## config.mk

```make
export PLATFORM = sky130hd
export DESIGN_NAME = fp32_to_fp16_conv
export DESIGN_NICKNAME = d
export VERILOG_FILES = /design/src/rtl/fp_conv_pkg.sv /design/src/rtl/fp_rne_round.sv /design/src/rtl/fp32_to_fp16_conv.sv
export SDC_FILE = /design/constraint.sdc
export NUM_CORES = 1
export LEC_CHECK = 0
export ABC_AREA = 1
export CAP_MARGIN = 10
export CORE_MARGIN = 1
export CORE_UTILIZATION = 50
export DETAILED_ROUTE_END_ITERATION = 16
export PLACE_DENSITY = 0.79
export SLEW_MARGIN = 20
export SYNTH_ARGS = -nofsm -noshare
export SYNTH_HDL_FRONTEND = slang
export SYNTH_HIERARCHICAL = 1
export SYNTH_SLANG_ARGS = --single-unit
```

## constraint.sdc

```tcl
create_clock -name clk -period 3 [get_ports clk]
set_input_delay 0.45 -clock clk [delete_from_list [all_inputs] [get_ports clk]]
set_output_delay 0.45 -clock clk [all_outputs]
set_load 0.02 [all_outputs]
```

## src/rtl/fp_conv_pkg.sv

```systemverilog
// Shared field widths, biases, canonical encodings and stage payloads for the FP32->FP16 converter.
// FP16_SUBNORMAL_EN adds the S1 shift amount and subnormal-path constants.
package fp_conv_pkg;

   localparam int unsigned FP32_EXP_W   = 8;
   localparam int unsigned FP32_MAN_W   = 23;
   localparam int unsigned FP16_EXP_W   = 5;
   localparam int unsigned FP16_MAN_W   = 10;
   localparam int unsigned FP32_BIAS    = 127;
   localparam int unsigned FP16_BIAS    = 15;
   localparam int unsigned BIAS_DELTA   = FP32_BIAS - FP16_BIAS;
   localparam int unsigned E32_NORM_MIN = BIAS_DELTA + 1;
   localparam int unsigned E32_OVF      = BIAS_DELTA + 31;

`ifdef FP16_SUBNORMAL_EN
   // Total right shift of {1,m32} is (113 - e32) + 13 = 126 - e32, range 14..24
   localparam int unsigned SH_W           = 5;
   localparam int unsigned E32_SUB_MIN    = BIAS_DELTA - FP16_MAN_W;
   localparam int unsigned SUB_SHIFT_BASE = E32_NORM_MIN + (FP32_MAN_W - FP16_MAN_W);
`endif

   localparam logic [15:0] QNAN16 = 16'h7E00;
   localparam logic [15:0] INF16  = 16'h7C00;

   typedef enum logic [2:0] {
      FP_ZERO,
      FP_SUB,
      FP_NORM,
      FP_INF,
      FP_NAN
   } fp_class_e;

   // lost: INF from a finite input (overflow) or ZERO from a nonzero input (underflow)
   typedef struct packed {
      logic                  sign;
      fp_class_e             cls;
      logic [FP16_EXP_W-1:0] e16;
      logic [FP32_MAN_W-1:0] man;
`ifdef FP16_SUBNORMAL_EN
      logic [SH_W-1:0]       sh;
`endif
      logic                  lost;
   } s1_t;

endpackage

```

## src/rtl/fp_rne_round.sv

```systemverilog
// Combinational round-to-nearest-even of a {mantissa, guard, sticky} bundle.
module fp_rne_round #(
   parameter int unsigned W = 10
) (
   input  logic [W-1:0] mant,
   input  logic         guard,
   input  logic         sticky,
   output logic [W-1:0] mant_rnd_c,
   output logic         carry_c
);

   logic round_up;

   assign round_up             = guard & (sticky | mant[0]);
   assign {carry_c, mant_rnd_c} = {1'b0, mant} + (W+1)'(round_up);

endmodule

```

## src/rtl/fp32_to_fp16_conv.sv

```systemverilog
// Two-stage FP32->FP16 narrowing converter (RNE) with valid/ready backpressure and a sideband tag.
// Define FP16_SUBNORMAL_EN to produce FP16 subnormals instead of flushing them to zero.
module fp32_to_fp16_conv
   import fp_conv_pkg::*;
#(
   parameter int unsigned TAG_W = 8
) (
   input  logic             clk,
   input  logic             rst_n,
   input  logic             in_valid,
   output logic             in_ready,
   input  logic [31:0]      in_data,
   input  logic [TAG_W-1:0] in_tag,
   output logic             out_valid,
   input  logic             out_ready,
   output logic [15:0]      out_data,
   output logic [TAG_W-1:0] out_tag,
   output logic             out_overflow,
   output logic             out_underflow,
   output logic             out_inexact
);

   localparam int unsigned GRD = FP32_MAN_W - FP16_MAN_W - 1;

   logic                  s1_valid;
   s1_t                   s1_d, s1_q;
   logic [TAG_W-1:0]      s1_tag;
   logic                  s1_adv, s2_adv;
   logic [FP32_EXP_W-1:0] e32;
   logic [FP32_MAN_W-1:0] m32;

   logic [FP16_MAN_W-1:0] norm_mant;
   logic                  norm_carry;
   logic                  norm_guard, norm_sticky;
   logic [FP16_EXP_W-1:0] e_inc;

   logic [15:0] res_d;
   logic        ovf_d, unf_d, inx_d;

   assign s2_adv   = !out_valid | out_ready;
   assign s1_adv   = !s1_valid | s2_adv;
   assign in_ready = s1_adv;

   assign e32 = in_data[30:23];
   assign m32 = in_data[22:0];

   // S1: classify and prepare exponent / shift
   always_comb begin
      s1_d      = '0;
      s1_d.sign = in_data[31];
      s1_d.man  = m32;
      s1_d.cls  = FP_ZERO;
      if (e32 == '1) begin
         s1_d.cls = (m32 != '0) ? FP_NAN : FP_INF;
      end else if (e32 >= FP32_EXP_W'(E32_OVF)) begin
         s1_d.cls  = FP_INF;
         s1_d.lost = 1'b1;
      end else if (e32 >= FP32_EXP_W'(E32_NORM_MIN)) begin
         s1_d.cls = FP_NORM;
         s1_d.e16 = FP16_EXP_W'(e32 - FP32_EXP_W'(BIAS_DELTA));
`ifdef FP16_SUBNORMAL_EN
      end else if (e32 >= FP32_EXP_W'(E32_SUB_MIN)) begin
         s1_d.cls = FP_SUB;
         s1_d.sh  = SH_W'(FP32_EXP_W'(SUB_SHIFT_BASE) - e32);
`endif
      end else begin
         s1_d.lost = (in_data[30:0] != '0);
      end
   end

   always_ff @(posedge clk or negedge rst_n) begin
      if (!rst_n) begin
         s1_valid <= 1'b0;
         s1_q     <= '0;
         s1_tag   <= '0;
      end else if (s1_adv) begin
         s1_valid <= in_valid;
         if (in_valid) begin
            s1_q   <= s1_d;
            s1_tag <= in_tag;
         end
      end
   end

   assign norm_guard  = s1_q.man[GRD];
   assign norm_sticky = |s1_q.man[GRD-1:0];

   fp_rne_round #(.W(FP16_MAN_W)) u_rnd_norm (
      .mant       (s1_q.man[FP32_MAN_W-1 -: FP16_MAN_W]),
      .guard      (norm_guard),
      .sticky     (norm_sticky),
      .mant_rnd_c (norm_mant),
      .carry_c    (norm_carry)
   );

   assign e_inc = s1_q.e16 + FP16_EXP_W'(norm_carry);

`ifdef FP16_SUBNORMAL_EN
   localparam int unsigned SIG_W = FP32_MAN_W + 1;

   logic [SIG_W-1:0]      sub_sig;
   logic [SH_W-1:0]       sub_gpos;
   logic [FP16_MAN_W-1:0] sub_mant, sub_mant_rnd;
   logic                  sub_guard, sub_sticky, sub_carry;

   // Denormalising shifter: guard is the last bit shifted out, sticky everything below it
   assign sub_sig    = {1'b1, s1_q.man};
   assign sub_gpos   = s1_q.sh - SH_W'(1);
   assign sub_mant   = FP16_MAN_W'(sub_sig >> s1_q.sh);
   assign sub_guard  = sub_sig[sub_gpos];
   assign sub_sticky = |(sub_sig & ((SIG_W'(1) << sub_gpos) - SIG_W'(1)));

   fp_rne_round #(.W(FP16_MAN_W)) u_rnd_sub (
      .mant       (sub_mant),
      .guard      (sub_guard),
      .sticky     (sub_sticky),
      .mant_rnd_c (sub_mant_rnd),
      .carry_c    (sub_carry)
   );
`endif

   // S2: round, pack, flags; underflow means tiny after rounding and inexact
   always_comb begin
      res_d = '0;
      ovf_d = 1'b0;
      unf_d = 1'b0;
      inx_d = 1'b0;
      case (s1_q.cls)
         FP_NAN: res_d = {s1_q.sign, QNAN16[14:0]};
         FP_INF: begin
            res_d = {s1_q.sign, INF16[14:0]};
            ovf_d = s1_q.lost;
            inx_d = s1_q.lost;
         end
         FP_NORM: begin
            inx_d = norm_guard | norm_sticky;
            if (e_inc == '1) begin
               res_d = {s1_q.sign, INF16[14:0]};
               ovf_d = 1'b1;
            end else begin
               res_d = {s1_q.sign, e_inc, norm_mant};
            end
         end
`ifdef FP16_SUBNORMAL_EN
         FP_SUB: begin
            inx_d = sub_guard | sub_sticky;
            unf_d = inx_d & ~sub_carry;
            res_d = {s1_q.sign, (FP16_EXP_W-1)'(0), sub_carry, sub_mant_rnd};
         end
`endif
         default: begin
            res_d = {s1_q.sign, 15'd0};
            unf_d = s1_q.lost;
            inx_d = s1_q.lost;
         end
      endcase
   end

   always_ff @(posedge clk or negedge rst_n) begin
      if (!rst_n) begin
         out_valid     <= 1'b0;
         out_data      <= '0;
         out_tag       <= '0;
         out_overflow  <= 1'b0;
         out_underflow <= 1'b0;
         out_inexact   <= 1'b0;
      end else if (s2_adv) begin
         out_valid <= s1_valid;
         if (s1_valid) begin
            out_data      <= res_d;
            out_tag       <= s1_tag;
            out_overflow  <= ovf_d;
            out_underflow <= unf_d;
            out_inexact   <= inx_d;
         end
      end
   end

endmodule
```

## Word level (Yosys, flattened, before mapping)

Cells that the tools add are included.

- Register bits: 70
- Bits in latches: 0
- RAM bits: 0
- Bits in read-only memories: 0
- Input bits: 44
- Output and inout port bits: 29
- Logic and storage cells: 51
- Memories kept: 0

- $add $sub $neg: 3
- Multipliers: 0
- Div/mod/pow operators: 0
- Order comparisons: 2
- Equality and inequality tests: 5
- Shift operators: 0
- Mux-type cells: 15
- Bitwise gates (word level): 5
- Reduce and logical (&&, ||, !) cells: 8

Operator list:

| operator | number |
|---|---|
| 15-bit case mux with 3 select lines | 1 |
| 31-bit nonzero test | 1 |
| 23-bit nonzero test | 1 |
| 15-bit two-way mux | 1 |
| 12-bit OR reduction | 1 |
| 10-bit by 1-bit adder with 11-bit output | 1 |
| 5-bit two-way mux | 2 |
| 8-bit == test, second input constant | 1 |
| 8-bit by 7-bit greater-or-equal comparator with 1-bit output, second input constant | 1 |
| 8-bit greater-or-equal comparator, second input constant | 1 |
| 7-bit two-way mux | 1 |
| 3-bit by 2-bit == test with 1-bit output, second input constant | 2 |
| 3-bit two-way mux | 2 |
| 5-bit by 1-bit adder with 5-bit output | 1 |
| 5-bit == test, second input constant | 1 |
| 1-bit two-way mux | 5 |
| 5-bit subtractor, second input constant | 1 |
| 1-bit bitwise OR | 4 |
| 1-bit case mux with 2 select lines | 2 |
| 2-bit AND reduction | 2 |
| 3-bit == test, second input constant | 1 |
| 3-bit OR reduction | 1 |
| 1-bit logical NOT | 2 |
| 2-bit two-way mux | 1 |
| 1-bit bitwise AND | 1 |

## Depth between registers and ports, before layout

- Depth in word-level cells: 8
- Gate-level depth with buffers: 21
- Mapped depth without buffers: 20

## By module

Netlist, hierarchy kept.

Modules (own cells, without submodules):

| module | times used | cells each | area each (µm²) | sequential area each (µm²) |
|---|---|---|---|---|
| fp32_to_fp16_conv | 1 | 381 | 3080.5 | 1751.7 |
| fp_rne_round | 1 | 49 | 246.5 | 0.0 |

## Worst setup path after synthesis

OpenSTA, ideal clock, no wires.

- Kind: reg2reg
- From: register s1_q[12] in the netlist's numbering
- To: register out_data[0]
- Setup time: 0.117 ns
- Data arrival time: 2.599 ns
- Data required time: 2.883 ns
- Slack: 0.283 ns
- Cell stages (with the launch flop): 19
- Path buffers: 1
- Period minus slack after synthesis: 2.717 ns
- Cell sequence: dfrtp_1 or2_2 nor2_1 nand2_1 o21a_1 ha_1 ha_1 nand2_1 inv_2 nand3_1 nor2_1 ha_1 ha_1 nand2_1 nor2_1 nand3_1 buf_2 nand3_1 nand2_1

- Cells in the longest elaborated chain, start to end: 8

Ends and longest elaborated chain:

| item | RTL line | text |
|---|---|---|
| start: declaration | fp32_to_fp16_conv.sv:26 | `s1_t s1_d, s1_q;` |
| start signal: assignment | fp32_to_fp16_conv.sv:74 | `s1_q <= '0;` |
| start signal: assignment | fp32_to_fp16_conv.sv:79 | `s1_q <= s1_d;` |
| 12-bit OR reduction | fp32_to_fp16_conv.sv:86 | `assign norm_sticky = \|s1_q.man[GRD-1:0];` |
| named net norm_sticky | fp32_to_fp16_conv.sv:34 | `logic norm_guard, norm_sticky;` |
| 1-bit bitwise OR | fp_rne_round.sv:14 | `assign round_up = guard & (sticky \| mant[0]);` |
| 1-bit bitwise AND | fp_rne_round.sv:14 |  |
| 10-bit by 1-bit adder with 11-bit output | fp_rne_round.sv:15 | `assign {carry_c, mant_rnd_c} = {1'b0, mant} + (W+1)'(round_up);` |
| named net norm_carry | fp32_to_fp16_conv.sv:33 | `logic norm_carry;` |
| 5-bit by 1-bit adder with 5-bit output | fp32_to_fp16_conv.sv:96 | `assign e_inc = s1_q.e16 + FP16_EXP_W'(norm_carry);` |
| 5-bit == test | fp32_to_fp16_conv.sv:137 | `if (e_inc == '1) begin` |
| 15-bit two-way mux | fp32_to_fp16_conv.sv:137 |  |
| 15-bit case mux with 3 select lines | fp32_to_fp16_conv.sv:128 | `case (s1_q.cls)` |
| end signal: assignment | fp32_to_fp16_conv.sv:170 | `out_data <= res_d;` |
| end: declaration | fp32_to_fp16_conv.sv:16 | `output logic [15:0] out_data,` |

The timed path passes the listed nets, and every way through them passes these cells.
A chain may end at the register's enable or synchronous reset.

## Worst setup path in the final report

- From: register s1_q[12] in the netlist's numbering
- To: register out_data[1]

The elaborated chain is that of the path after synthesis.

==> results by group <==
Finish
  – Final core utilization: around two thirds
  – Post-route cell area: 0.004312 mm^2
  – NumNets Final: 554
  – Final non-filler cell total: 586
  – N_diodes: 0
  – Synth-to-layout area growth: 29.60%
  – Layout cells sized above 1: 7.466%

Drt
  – Routed vias/inst: around 5
  – DR iter-0 viols: 192
  – DR vias: 2972
  – Post-DR wirelength/cell: 12.38 um
  – Final antenna-violating net count: 0
  – Pre-Repair DR Iteration Count: 4
  – DRT Wirelength: 7257 um
  – Drc violations: 0

Timing
  – Slew Viols, Final: 0
  – Least-Margin Pin Slew: 0.4878 ns
  – Hold slack: 0.1187 ns
  – Worst Skew: 0.004008 ns
  – Final Hold Violating Endpoints: 0
  – Fmax: 0.3488 GHz
  – Final min period: 2.867 ns
  – Fin worst setup slack: 0.1334 ns
  – Setup violations, final: 0
  – Rel. slew slack: 67.40%
  – Period Utilization, post-route: between 90% and 100%

Job
  – Maximum Capacitance Violations: 0

Worst setup path
  – CP arrival: 3.09 ns
  – CP Launch Type: flip-flop
  – R2r worst-path depth: 18
  – CP Data Required Time: 3.23 ns
  – Delay-heaviest family, CP: simple AND/OR/NAND/NOR gates
  – Crit-path max FO: 5
  – Most frequent CP cell: ha_2
  – Reg2reg start: s1_q[12]
  – Largest stage delay on the critical path: 0.38 ns
  – Worst setup EP type: flip-flop
  – Kind of critical path: flip-flop to flip-flop
  – Crit-path cells: or2_2 -> nor2_4 -> nand2_1 -> o21a_1 -> ha_2 -> ha_2 -> nand2_2 -> inv_2 -> nand3_1 -> nor2_1 -> ha_2 -> ha_2 -> nand2_1 -> nor2_1 -> nand3_2 -> buf_2 -> nand3_1 -> nand2_1
  – CP max stage cell: dfrtp_1
  – R2R setup slack: approximately 0.13 ns
  – Buf+Inv Stages, Crit Path: 2
  – Reg2reg end: out_data[1]

Floorplanning
  – Effective utilization at floorplan: 52.10%
  – DIE WIDTH: ~84 um
  – Cell Rows: 29
  – Io pins: 73
  – Die height: 83.57 um
  – Die Area: ~0.007 mm^2
  – Core Area: 0.006386 mm^2

Pwr
  – Switching power: 0.0008809 W
  – Power Dens Cells: 622.7 mW/mm^2
  – Clock power frac: a little under a quarter
  – Maximum vdd ir drop: 0.0004966 V
  – Switch share: between 30 and 40%
  – Seq pwr share: 46.3%
  – Int Power: ~0.0018 W
  – Comb power frac: between 30% and 40%
  – Leak: 2.114 nW

Clock network
  – Root buf cell: clkbuf_8
  – CTS Hold Bufs: 0
  – CTS clk-pin slew, worst paths: 0.07 ns
  – Clk sinks: 70
  – CTS tree: done
  – Clk buf depth: 2
  – Clock buffer count from CTS: 9
  – H-tree lvl count: 3
  – Worst skew pair latency: 0.34 ns
  – Post-CTS Setup Inserts: 0
  – PostCTS Resize Cnt: 0

Logic synthesis
  – Yosys cell types: 24
  – Yosys top cell area share: 52.65%
  – Mapped Nets: around 480
  – Synth Instances: between 400 and 500
  – #FFs+latches synth: 70
  – Post-synth top area cell: dfrtp_1
  – Mapped Area: 0.003327 mm^2
  – Largest cells by area after synthesis: dfrtp_1 53%, nand2_1 18%, o21ai_0 5.3%
  – Register area share after synthesis: 52.65%
  – Syn_area_per_cell: 7.737 um^2
  – Synth warn: 6

Global routing
  – Gr ovfl total: 0
  – Overall Global Routing Usage: between 20 and 25%
  – Initial antenna violation count: 0
  – First-pass GRT wire length: 12250 um
  – Vias in the first global route: roughly 2.7k
  – Largest net degree at the start of global routing: 71

Placed design
  – Dpl cells: 571
  – Area post-placement: 0.004120 mm^2
  – DP HPWL: around 5200 um
  – Pre-CTS worst setup slack: 0.07455 ns
  – Count of port buffers added during placement: 72
  – RD Place Congestion: 0.8167

Run status
  – Status: finished, final reports clean

Hold path
  – Hold Crit Class: input port to async pin
## stage by stage
step	setup TNS [ns]	total power [W]
finish	0	0.002685
global route	-0.2245	0.002842
CTS	0	0.002690
detailed placement	0	0.002060
global placement	0	0.002040
floorplan	0	0.001674
## state kept, by name, summed over array words and instances, names as in the netlist
| name | count |
|---|---|
| out_valid | 1 |
| s1_valid | 1 |
| norm_guard | 1 |
| s1_q | 32 |
| out_inexact | 1 |
| out_data | 16 |
| s1_tag | 8 |
| out_tag | 8 |
| out_overflow | 1 |
| out_underflow | 1 |
## cells in the mapped netlist, drive strengths merged
cell type	number
nand2	158
dfrtp	70
inv	47
nor2	47
o21ai	42
nand3	28
buf	9
nand4	8
a21oi	4
clkbuf	4
ha	4
nand3b	2
nor3	2
or2	2
xor2	2
o21a	1
## metal layers
metal / vias up / track usage (%) / routed length (um)
li1: 1498 / - / -
met1: 1392 / 30.71 / 3413
met2: 74 / 34.29 / 3484
met3: 8 / 3.363 / 251
met4: 0 / 8.783 / 108
met5: - / 0 / 0
## area by class of cell
cell class	count	area (um^2)
Timing Repair Buffer	78	774.5
Inverter	47	176.4
Multi-Input combinational cell	300	1358
Sequential cell	70	1752
Tap cell	77	96.34
Clock inverter	2	10.01
Fill cell	537	2074
Clock buffer	12	145.1
## cells in the final DEF (no fill, tap or decap), types with 3 or more instances in the layout
cell type        instances
nand2_1                155
clkdlybuf4s50_1         71
dfrtp_1                 70
inv_1                   45
nor2_1                  42
o21ai_0                 35
nand3_1                 25
clkbuf_8                10
nand4_1                  8
o21ai_1                  7
a21oi_1                  4
ha_2                     4
nor2_2                   3
nand3_2                  3
nand2_2                  3
buf_4                    3
## how the worst max path moves through the flow
stage             endpoint     start  slack (ns)  cells past startpoint
6_report       out_data[1]  s1_q[12]        0.13                     18
3_3_place_gp   out_data[3]  s1_q[12]        0.19                     18
3_5_place_dp   out_data[8]  s1_q[12]        0.07                     18
4_1_cts        out_data[8]  s1_q[12]         0.1                     18
5_1_grt        out_data[8]  s1_q[12]       -0.05                     18
2_1_floorplan  out_data[0]  s1_q[12]        0.28                     18
## cells by family (layout without fill, tap and decap cells)
logic type,count (synthesis),in the layout,synth area share (%)
XOR/XNOR,2,2,0.5266
AND/OR/NAND/NOR,247,247,30.80
adder cells (fa/ha/maj),4,4,1.504
flip-flops,70,70,52.65
AO/OA/AOI/OAI,47,47,7.146
buffers and inverters,60,139,7.371
## power groups by stage
stage | logic, W | clock network (W) | registers (W)
floorplan | 0.000299 | 0 | 0.00137
global placement | 0.000789 | 0 | 0.00125
detailed placement | 0.000801 | 0 | 0.00126
CTS | 0.000805 | 0.000643 | 0.00124
global route | 0.000888 | 0.000687 | 0.00127
finish | 0.000807 | 0.000635 | 0.00124
No activity file was read; power rests on OpenSTA's default activity.
